**config.mk**
```make
export PLATFORM = sky130hd
export DESIGN_NAME = game_input_ctrl
export DESIGN_NICKNAME = d
export VERILOG_FILES = /design/src/rtl/game_input_ctrl.sv
export SDC_FILE = /design/constraint.sdc
export NUM_CORES = 1
export LEC_CHECK = 0
export CAP_MARGIN = 20
export CORE_AREA = 3 3 92 103
export CTS_BUF_LIST = sky130_fd_sc_hd__clkbuf_8
export DETAILED_ROUTE_END_ITERATION = 8
export DIE_AREA = 0 0 95 106
export PLACE_DENSITY = 0.66
export SLEW_MARGIN = 25
export SYNTH_ARGS = -nofsm -noshare
export SYNTH_HDL_FRONTEND = slang
export SYNTH_SLANG_ARGS = --single-unit
```
**constraint.sdc**
```tcl
create_clock -name CLK -period 5.45 [get_ports CLK]
set_clock_uncertainty 0.2 [all_clocks]
set_input_delay 1.09 -clock CLK [delete_from_list [all_inputs] [get_ports CLK]]
set_output_delay 1.09 -clock CLK [all_outputs]
set_load 0.005 [all_outputs]
```
**src/rtl/game_input_ctrl.sv**
```systemverilog
// Gamepad front end: synchronises and debounces the start/reset buttons into
// one-cycle request pulses and runs the round countdown timer.
module game_input_ctrl #(
    parameter int unsigned DEBOUNCE_CYCLES = 1_000_000,
    parameter int unsigned TICK_CYCLES     = 100_000_000,
    parameter int unsigned GAME_SECONDS    = 60
) (
    input  logic       CLK,
    input  logic       RST,
    input  logic       btn_start,
    input  logic       btn_reset,
    input  logic [1:0] current_state,
    output logic       start_game,
    output logic       reset_game,
    output logic       end_game,
    output logic [6:0] time_left
);

    localparam int unsigned DB_W = $clog2(DEBOUNCE_CYCLES);
    localparam int unsigned PS_W = $clog2(TICK_CYCLES);
    localparam int unsigned TL_W = 7;

    localparam logic [1:0] START_STATE = 2'd0;
    localparam logic [1:0] PLAY_STATE  = 2'd1;

    localparam int unsigned BTN_START = 0;
    localparam int unsigned BTN_RESET = 1;

    logic [1:0]      btn_raw;
    logic [1:0]      s1;
    logic [1:0]      s2;
    logic [1:0]      db;
    logic [1:0]      db_d;
    logic [DB_W-1:0] db_cnt [2];
    logic [1:0]      press;

    logic [1:0]      prev_state;
    logic [PS_W-1:0] prescaler;
    logic            play_entry;
    logic            in_play;

    assign btn_raw = {btn_reset, btn_start};
    assign press   = db & ~db_d;

    // Synchroniser and debounce: db follows s2 only after it has differed for DEBOUNCE_CYCLES edges
    always_ff @(posedge CLK) begin
        if (RST) begin
            s1   <= '0;
            s2   <= '0;
            db   <= '0;
            db_d <= '0;
            for (int i = 0; i < 2; i++) begin
                db_cnt[i] <= '0;
            end
        end else begin
            s1   <= btn_raw;
            s2   <= s1;
            db_d <= db;
            for (int i = 0; i < 2; i++) begin
                if (s2[i] == db[i]) begin
                    db_cnt[i] <= '0;
                end else if (db_cnt[i] == DB_W'(DEBOUNCE_CYCLES - 1)) begin
                    db[i]     <= s2[i];
                    db_cnt[i] <= '0;
                end else begin
                    db_cnt[i] <= db_cnt[i] + DB_W'(1);
                end
            end
        end
    end

    // Reset request wins over a simultaneous start; start is dropped during play
    always_ff @(posedge CLK) begin
        if (RST) begin
            start_game <= 1'b0;
            reset_game <= 1'b0;
        end else begin
            reset_game <= press[BTN_RESET];
            start_game <= press[BTN_START] & ~press[BTN_RESET] &
                          (current_state != PLAY_STATE);
        end
    end

    assign in_play    = (current_state == PLAY_STATE);
    assign play_entry = in_play && (prev_state != PLAY_STATE);

    // Round timer: reload on play entry, count down once per TICK_CYCLES while playing
    always_ff @(posedge CLK) begin
        if (RST) begin
            prev_state <= START_STATE;
            prescaler  <= '0;
            time_left  <= TL_W'(GAME_SECONDS);
            end_game   <= 1'b0;
        end else begin
            prev_state <= current_state;
            end_game   <= 1'b0;
            if (play_entry) begin
                time_left <= TL_W'(GAME_SECONDS);
                prescaler <= '0;
            end else if (in_play) begin
                if (prescaler == PS_W'(TICK_CYCLES - 1)) begin
                    prescaler <= '0;
                    if (time_left != '0) begin
                        time_left <= time_left - TL_W'(1);
                        if (time_left == TL_W'(1)) begin
                            end_game <= 1'b1;
                        end
                    end
                end else begin
                    prescaler <= prescaler + PS_W'(1);
                end
            end else begin
                prescaler <= '0;
                if (current_state == START_STATE) begin
                    time_left <= TL_W'(GAME_SECONDS);
                end
            end
        end
    end

endmodule

```
==> results.md, run 1 <==
Timing:
- The accumulated negative setup slack is 0 ns.
- After layout, the worst setup slack is 2.38 ns.
- Setup repair after global routing left no endpoint under its margin.
- The clock period minus final worst setup slack is roughly 3 ns.
- Across all hold checks on the routed design, the worst slack comes to 0.199 ns.
- Headroom to the max-slew limit came out at between 40 and 50%.
- The maximum frequency from static timing analysis is 325 MHz.
- The slew at the pin with the worst max-slew slack is around 0.85 ns.
- The share of the cycle needed by the critical path after routing is between 50% and 60%.
- The final-report hold violation count is 0.
- Setup violations remaining at the end of the flow were counted as 0.
- The number of max-slew violations in the final report was 0.

Routing:
- The count of nets left with antenna violations once routing finished came out at 0.
- The overall via count from detail_route is 3054.
- In the routed layout, each cell is associated on average with a via count of between 5 and 6.
- The number of design rule violations left after detail routing is 0.
- The overall routed net length is ~7.4 mm.
- Dividing the detail-routed wire length by the instance count gives 12.1 um.
- The DRC marker count from the first detailed-route iteration is 89.
- The number of optimization iterations in the first detailed-route pass is 4.

Die:
- The overall die area is around 10000 um2.
- The effective utilization at floorplan is about half.
- The die is approximately 95 um wide.
- The chip height is approximately 110 um.
- The number of top-level pins is 16.
- The placeable core region is around 8500 um2.
- The total number of placement rows is 35.

Critical path:
- The worst setup path is launched from an input pin.
- Across all register-to-register paths, the minimum setup slack is approximately 2.5 ns.
- The worst register-to-register path ends at db_cnt[0][7].
- Tracing the worst setup path back leads to its startpoint at current_state[0].
- For the worst flop-to-flop path, the logic depth is 6.
- The worst register-to-register path begins at db_cnt[0][0].
- The required time at the worst-slack endpoint is 5.45 ns.
- The critical path is of the input pin to register type.
- Of all nets on the critical path, the largest fanout is 26.
- The kind of capture point of the worst setup path is a register.
- The worst endpoint data arrival time is 3.07 ns.

Synthesis:
- The synthesized design contains 40 enable-type register cells.
- For this run, the number of Yosys warnings is 0.
- The netlist uses 41 different library cells.
- The mapped netlist covers 4200 um2.
- The fraction of synthesis flops using an asynchronous set or reset pin is 0%.
- Synthesis handed over a netlist of 436 instances.
- Averaged over all synthesized cells, the footprint is 9.64 um2.
- The area share of the largest cell type after synthesis is between 20 and 30%.
- The register bit total from synthesis is 87.
- The proportion of synthesized chip area in sequential cells is around half.
- After synthesis, the cell types taking the most area are sky130_fd_sc_hd__edfxtp_1, sky130_fd_sc_hd__dfxtp_1, sky130_fd_sc_hd__xnor2_1.
- The biggest area contributor in the post-synthesis netlist is sky130_fd_sc_hd__edfxtp_1.
- The most instantiated flip-flop cell in the synthesis netlist is sky130_fd_sc_hd__dfxtp_1.

GRT:
- The global routing usage on met2 is 26.3%.
- The global-route wire length before repair is 12.9 mm.
- Global routing finished with a remaining overflow of 0.
- The via count of the first global-routing pass is between 2000 and 3000.
- The layer flagged by global routing as most heavily used is met2.
- The overall routing resource usage is 16.1%.
- Global routing used under 10% of the available met3 tracks.
- For this run, global-route usage on met1 was measured as 20.8%.
- The number of antenna violations at the first check in global routing is 0.
- The maximum number of pins on one net before global-route repair is 27.

Power:
- The total leakage power is 1.60 nW.
- The sequential share of power is 60.2%.
- The maximum vdd ir drop is 0.136 mV.
- The fraction of power spent switching nets is 22.3%.
- The clock power share is 36.3%.
- The internal power is 918 uW.
- Per report_power, the combinational group accounts for 3.5% of the total.
- In this run the power spent charging and discharging nets is 263 uW.
- The power density relative to cell area is between 200 and 250 nW/um2.

Layout:
- The area growth from synthesis to final layout is 13.9%.
- Leaving out fill and tap cells, the most frequent cell in the layout is sky130_fd_sc_hd__nor2_1.
- In the layout the commonest cells are sky130_fd_sc_hd__nor2_1, sky130_fd_sc_hd__dfxtp_1, sky130_fd_sc_hd__edfxtp_1, sky130_fd_sc_hd__conb_1, sky130_fd_sc_hd__xnor2_1.
- Of the cells placed in the final design, the portion with a size suffix greater than 1 is 4.44%.
- For this run, the number of standard cells in the final layout without fillers is 607.
- Cells fill a little under three fifths of the core in the end.
- The antenna diode count is 0.
- The number of nets in the layout is 502.

Clock network:
- Buffers inserted to repair hold after CTS numbered 0.
- The clock passes through at most 2 buffers.
- The number of levels the H-tree was split into is 3.
- The setup fix buffers added after clock tree synthesis is 0.
- Clock latency on the worst-skew pair, taken at its later pin, is 0.35 ns.
- Buffers inserted during clock tree synthesis total 9.
- The post-CTS resize count is 0.
- In this run the clock root is driven by a sky130_fd_sc_hd__clkbuf_8.
- The clock-pin transition on the worst setup and hold timing paths is ~0.080 ns.
- The clock sink count is 87.
- TritonCTS built the clock tree.

Place:
- At the end of routability-driven placement, the weighted congestion stood at approximately 0.81.
- In this run, placement finished with an instance count of around 590.
- Prior to clock tree synthesis, the placed netlist has a worst setup slack of 1.99 ns.
- The HPWL after detailed placement is roughly 5.2 mm.
- The number of input and output port buffers inserted is 15.

Job:
- Across the run, the number of max-cap violations was 0.

Min path:
- The cell depth of the worst min-delay path is 1.
- The startpoint of the tightest hold check path is db_d[0].
- The capture endpoint of the worst hold path is start_game.
- In this run the worst hold path is classified as register to register.

Status:
- The run finished with clean final reports.
## power groups by stage
stage	clock network [mW]	logic, mW	registers, mW
4_1_cts	0.448	0.0410	0.712
3_5_place_dp	0	0.0407	0.727
2_1_floorplan	0	0.0329	0.723
5_1_grt	0.478	0.0474	0.714
6_report	0.429	0.0413	0.712
3_3_place_gp	0	0.0402	0.726
## through the flow
step                      cell area [um2]  total power, mW
after global routing                 4790             1.24
final                                4790             1.18
after detailed placement             4600            0.768
after CTS                            4790             1.20
after global placement               4600            0.766
after floorplan                      4350            0.756
## logic make-up (layout without fill, tap and decap cells)
family          count (synthesis)  after routing  synth area share (%)
fa+ha+maj                       5              5                  1.49
buf+inv                        24             45                  2.29
xor+xnor                       62             62                  12.9
mux                             3              3                 0.714
simple gates                  236            236                  28.7
other cells                     1             40                0.0892
compound gates                 18             18                  2.89
flops                          87             87                  51.0
## area by class of cell
class	instances	area [um2]
Clock inverter	4	26.3
Timing Repair Buffer	15	150
Sequential cell	87	2140
Tap cell	111	139
Multi-Input combinational cell	364	2110
Clock buffer	12	165
Fill cell	768	3660
Inverter	14	52.6
## synth_stat cells, drive strengths merged, types with 2 or more instances
cell type	instances
nand2b	3
and3	7
nand3	26
nor2b	12
nor2	80
ha	5
nand2	34
inv	14
nand3b	2
or4	3
or3	4
nor3b	2
and4	11
xor2	25
nor4	11
o21ai	4
xnor2	37
dfxtp	47
mux2i	3
a21o	2
a21oi	4
nor4b	4
nand4	17
edfxtp	40
nor3	18
clkbuf	5
buf	5
a31oi	2
## worst max-delay path, cell delays in order
cell	delay (ns)
sky130_fd_sc_hd__clkdlybuf4s50_1	0.63
sky130_fd_sc_hd__nor2b_1	0.32
sky130_fd_sc_hd__a21o_1	0.19
sky130_fd_sc_hd__nor2_1	0.07
sky130_fd_sc_hd__nand2_1	0.63
sky130_fd_sc_hd__nor2_1	0.12
## how the worst max path moves through the flow
stage	end	slack [ns]	cells past startpoint
final	prescaler[5]	2.38	6
after global routing	prescaler[21]	2.16	6
after CTS	prescaler[5]	2.38	6
after detailed placement	prescaler[8]	1.99	6
after global placement	prescaler[10]	2.08	6
after floorplan	prescaler[20]	2.90	7
## per-layer routing
metal	routed length (um)	share of wire (%)
met5	0	0
met1	3490	47
met4	115	1.6
met2	3580	49
met3	180	2.4
## sequential cells by signal, summed over array words and instances (netlist names)
| signal | cells |
|---|---|
| start_game | 1 |
| s1 | 2 |
| prescaler | 27 |
| time_left | 7 |
| end_game | 1 |
| s2 | 2 |
| reset_game | 1 |
| db_d | 2 |
| db_cnt | 40 |
| db | 2 |
| prev_state | 2 |
No activity file was read; power rests on OpenSTA's default activity.
==> run 2, diff against run 1 <==
==> constraint.sdc (replaced) <==
create_clock -name CLK -period 3.05 [get_ports CLK]
set_clock_uncertainty 0.2 [all_clocks]
set_input_delay 0.61 -clock CLK [delete_from_list [all_inputs] [get_ports CLK]]
set_output_delay 0.61 -clock CLK [all_outputs]
set_load 0.005 [all_outputs]
==> run 2 against run 1 <==
Compared with the run above:
- highest routed layer unchanged
- via count grew 3.0%
- register-to-register slack lost 2.1 ns
- non-clock buffer count grew 6
- critical path depth grew 1
- power grew 81%
- global-route usage grew 0.64 points
==> results.md, run 2 (synthesis gave the netlist of run 1 again) <==
Status:
- The run finished with clean final reports.

Timing:
- The maximum frequency from static timing analysis is 381 MHz.
- After routing, the total negative slack on setup checks comes to 0 ns.
- Setup violations remaining at the end of the flow were counted as 0.
- The share of the cycle needed by the critical path after routing is 86.1%.
- The final-report hold violation count came to 0.
- The number of max-slew violations in the final report is 0.
- Setup repair after global routing left no endpoint under its margin.
- The clock period could shrink to 2.63 ns.
- The slew at the pin with the worst max-slew slack is 0.717 ns.
- The worst-case headroom to the max-slew limit is 51.9%.

Routing:
- Once detail routing completed, the nets flagged for antenna violations numbered 0.
- After the first detailed-routing iteration, the DRC count stood at 91.
- After detailed routing, the average wire length per cell comes to about 12 um.
- The overall via count from detail_route is ~3100.
- The number of design rule violations left after detail routing is 0.
- The pre-antenna-repair detailed-routing pass consisted of 6 iterations.
- In the routed layout, each cell is associated on average with a via count of 5.13.
- For this block, the routed nets add up to approximately 7.6 mm of wire.

Clock network:
- The clock root buffer master is sky130_fd_sc_hd__clkbuf_8.
- TritonCTS built the clock tree.
- The number of gates resized after CTS was 0.
- The setup fix buffers added after clock tree synthesis is 0.
- The clock passes through at most 2 buffers.
- Clock-pin slew was measured on the worst setup and hold paths at ~0.10 ns.
- In this run the number of H-tree levels came out at 3.
- Hold repair after CTS inserted 0 buffers.
- The clock sink count is 87.
- The total clock buffers created by CTS is 9.
- Clock latency on the worst-skew pair, taken at its later pin, is 0.36 ns.

Critical path:
- The number of buffer and inverter stages on the critical path is 1.
- The number of cells on the critical path is 7.
- STA classifies the critical path endpoint as a register.
- The critical path goes through ha_1 > nand3_1 > or2_2 > nor4_1 > or3_1 > buf_4 > nor2_1.
- Grouping stages by cell kind, the critical path spends the most delay in simple AND/OR/NAND/NOR gates.
- Data on the critical path is required at its endpoint by between 2 and 3 ns.
- The worst-case reg-to-reg path depth is 7.
- On the worst path, the slowest cell contributes a delay of 0.49 ns.
- The slowest library cell on the worst path is sky130_fd_sc_hd__nor4_1.
- The kind of critical path is register to register.
- The launching element type of the critical path is a register.
- The maximum fanout count along the critical path is 11.
- The worst endpoint data arrival time is 2.55 ns.

Min path:
- The cell depth of the worst min-delay path is 1.
- The path class of the tightest hold or removal check is register to register.

Layout:
- Leaving out fill and tap cells, the most frequent cells in the layout are sky130_fd_sc_hd__nor2_1, sky130_fd_sc_hd__dfxtp_1, sky130_fd_sc_hd__edfxtp_1, sky130_fd_sc_hd__conb_1, sky130_fd_sc_hd__xnor2_1.
- The antenna diode count is 0.
- In the final layout, the registers with the most flip-flops are db_cnt x40, prescaler x27, time_left x7.
- The area growth from synthesis to layout is 14.9%.
- The register with the most flip-flops in the layout has 40 of them.
- The multi-input gate area in the final layout is 2110 um2.
- The library cell used most frequently in the layout, excluding fill and tap cells, is sky130_fd_sc_hd__nor2_1.
- More flip-flops sit in one register than any other, and that register is db_cnt.
- In the final layout, flip-flops and latches occupy 2140 um2.
- After filler insertion, the fill cell instance count of the layout stands at 791.
- The net count of the finished layout is between 500 and 600.
- The fraction of final layout cells with drive strength greater than 1 is ~5.2%.
- After the flow finishes, the layout carries non-filler instances totaling 613.

GRT:
- The global-route wire length before repair is 13.5 mm.
- The total overflow left after global routing is 0.
- The via count of the first global-routing pass is 3041.
- The overall routing resource usage is 16.8%.
- The number of antenna violations at the first check in global routing was 0.
- Entering global routing, the biggest net connects 27 pins.

Die:
- The number of top-level pins is 16.
- The floorplan step defined a die boundary enclosing about 10000 um2.
- The die boundary width is 95 um.
- From bottom edge to top edge, the die measures 106 um.
- In this run the standard cell core region covers 8450 um2.
- The total number of placement rows is 35.
- The initial utilization of the core area, before any placement, comes to 49.7%.

Power:
- The maximum vdd ir drop is 0.238 mV.
- The analysis attributes to cell leakage a power of 1.63 nW.
- For this design the ratio of total power to cell area is 443 nW/um2.
- The total power is 2.14 mW.

Job:
- The number of maximum-capacitance constraint violations is 0.

Place:
- Routability-driven placement finished with a final weighted congestion of 0.882.
- The number of placed instances with taps included is 597.
- Detailed placement ended at an HPWL of 5.41 mm.
- The number of input and output port buffers inserted is 15.
run 2: final timing paths:
check                  end  slack, ns    startpoint
min reg2reg     reset_game       0.21       db_d[1]
min             reset_game       0.21       db_d[1]
max          db_cnt[0][16]       0.42  db_cnt[0][0]
max reg2reg  db_cnt[0][16]       0.42  db_cnt[0][0]
run 2: report_power, final:
part / internal [mW] / total, mW / switching (mW)
logic: 0.0346 / 0.0796 / 0.0449
registers: 1.25 / 1.27 / 0.0267
clock network: 0.376 / 0.787 / 0.411
run 2: layer usage:
metal	routed length (um)	GRT usage [%]	share of wire [%]
met1	3580	21.5	47
met2	3650	27.4	48
met3	229	4.03	3.0
met4	112	6.19	1.5
met5	0	0	0
run 2: final cells by class:
cell class / instances / share of cell area (%)
Clock inverter: 7 / 1.32
Tap cell: 111 / 2.88
Sequential cell: 87 / 44.4
Timing Repair Buffer: 21 / 4.04
Multi-Input combinational cell: 364 / 43.7
Inverter: 14 / 1.09
Clock buffer: 9 / 2.57
run 2: metrics by stage:
step / hold WS, ns / util, % / worst slack, ns / area, um2
finish: 0.205 / 57.1 / 0.423 / 4830
global route: 0.224 / 57.1 / 0.166 / 4830
CTS: 0.208 / 57.1 / 0.417 / 4830
global placement: 0.191 / 54.9 / 0.473 / 4640
floorplan: 0.172 / - / 0.796 / 4350
detailed placement: 0.190 / 54.9 / 0.429 / 4640
run 2: worst reg2reg max path, cell delays in order (launching register included):
cell,delay (ns)
sky130_fd_sc_hd__edfxtp_1,0.42
sky130_fd_sc_hd__ha_1,0.21
sky130_fd_sc_hd__nand3_1,0.23
sky130_fd_sc_hd__or2_2,0.39
sky130_fd_sc_hd__nor4_1,0.49
sky130_fd_sc_hd__or3_1,0.20
sky130_fd_sc_hd__buf_4,0.18
sky130_fd_sc_hd__nor2_1,0.07
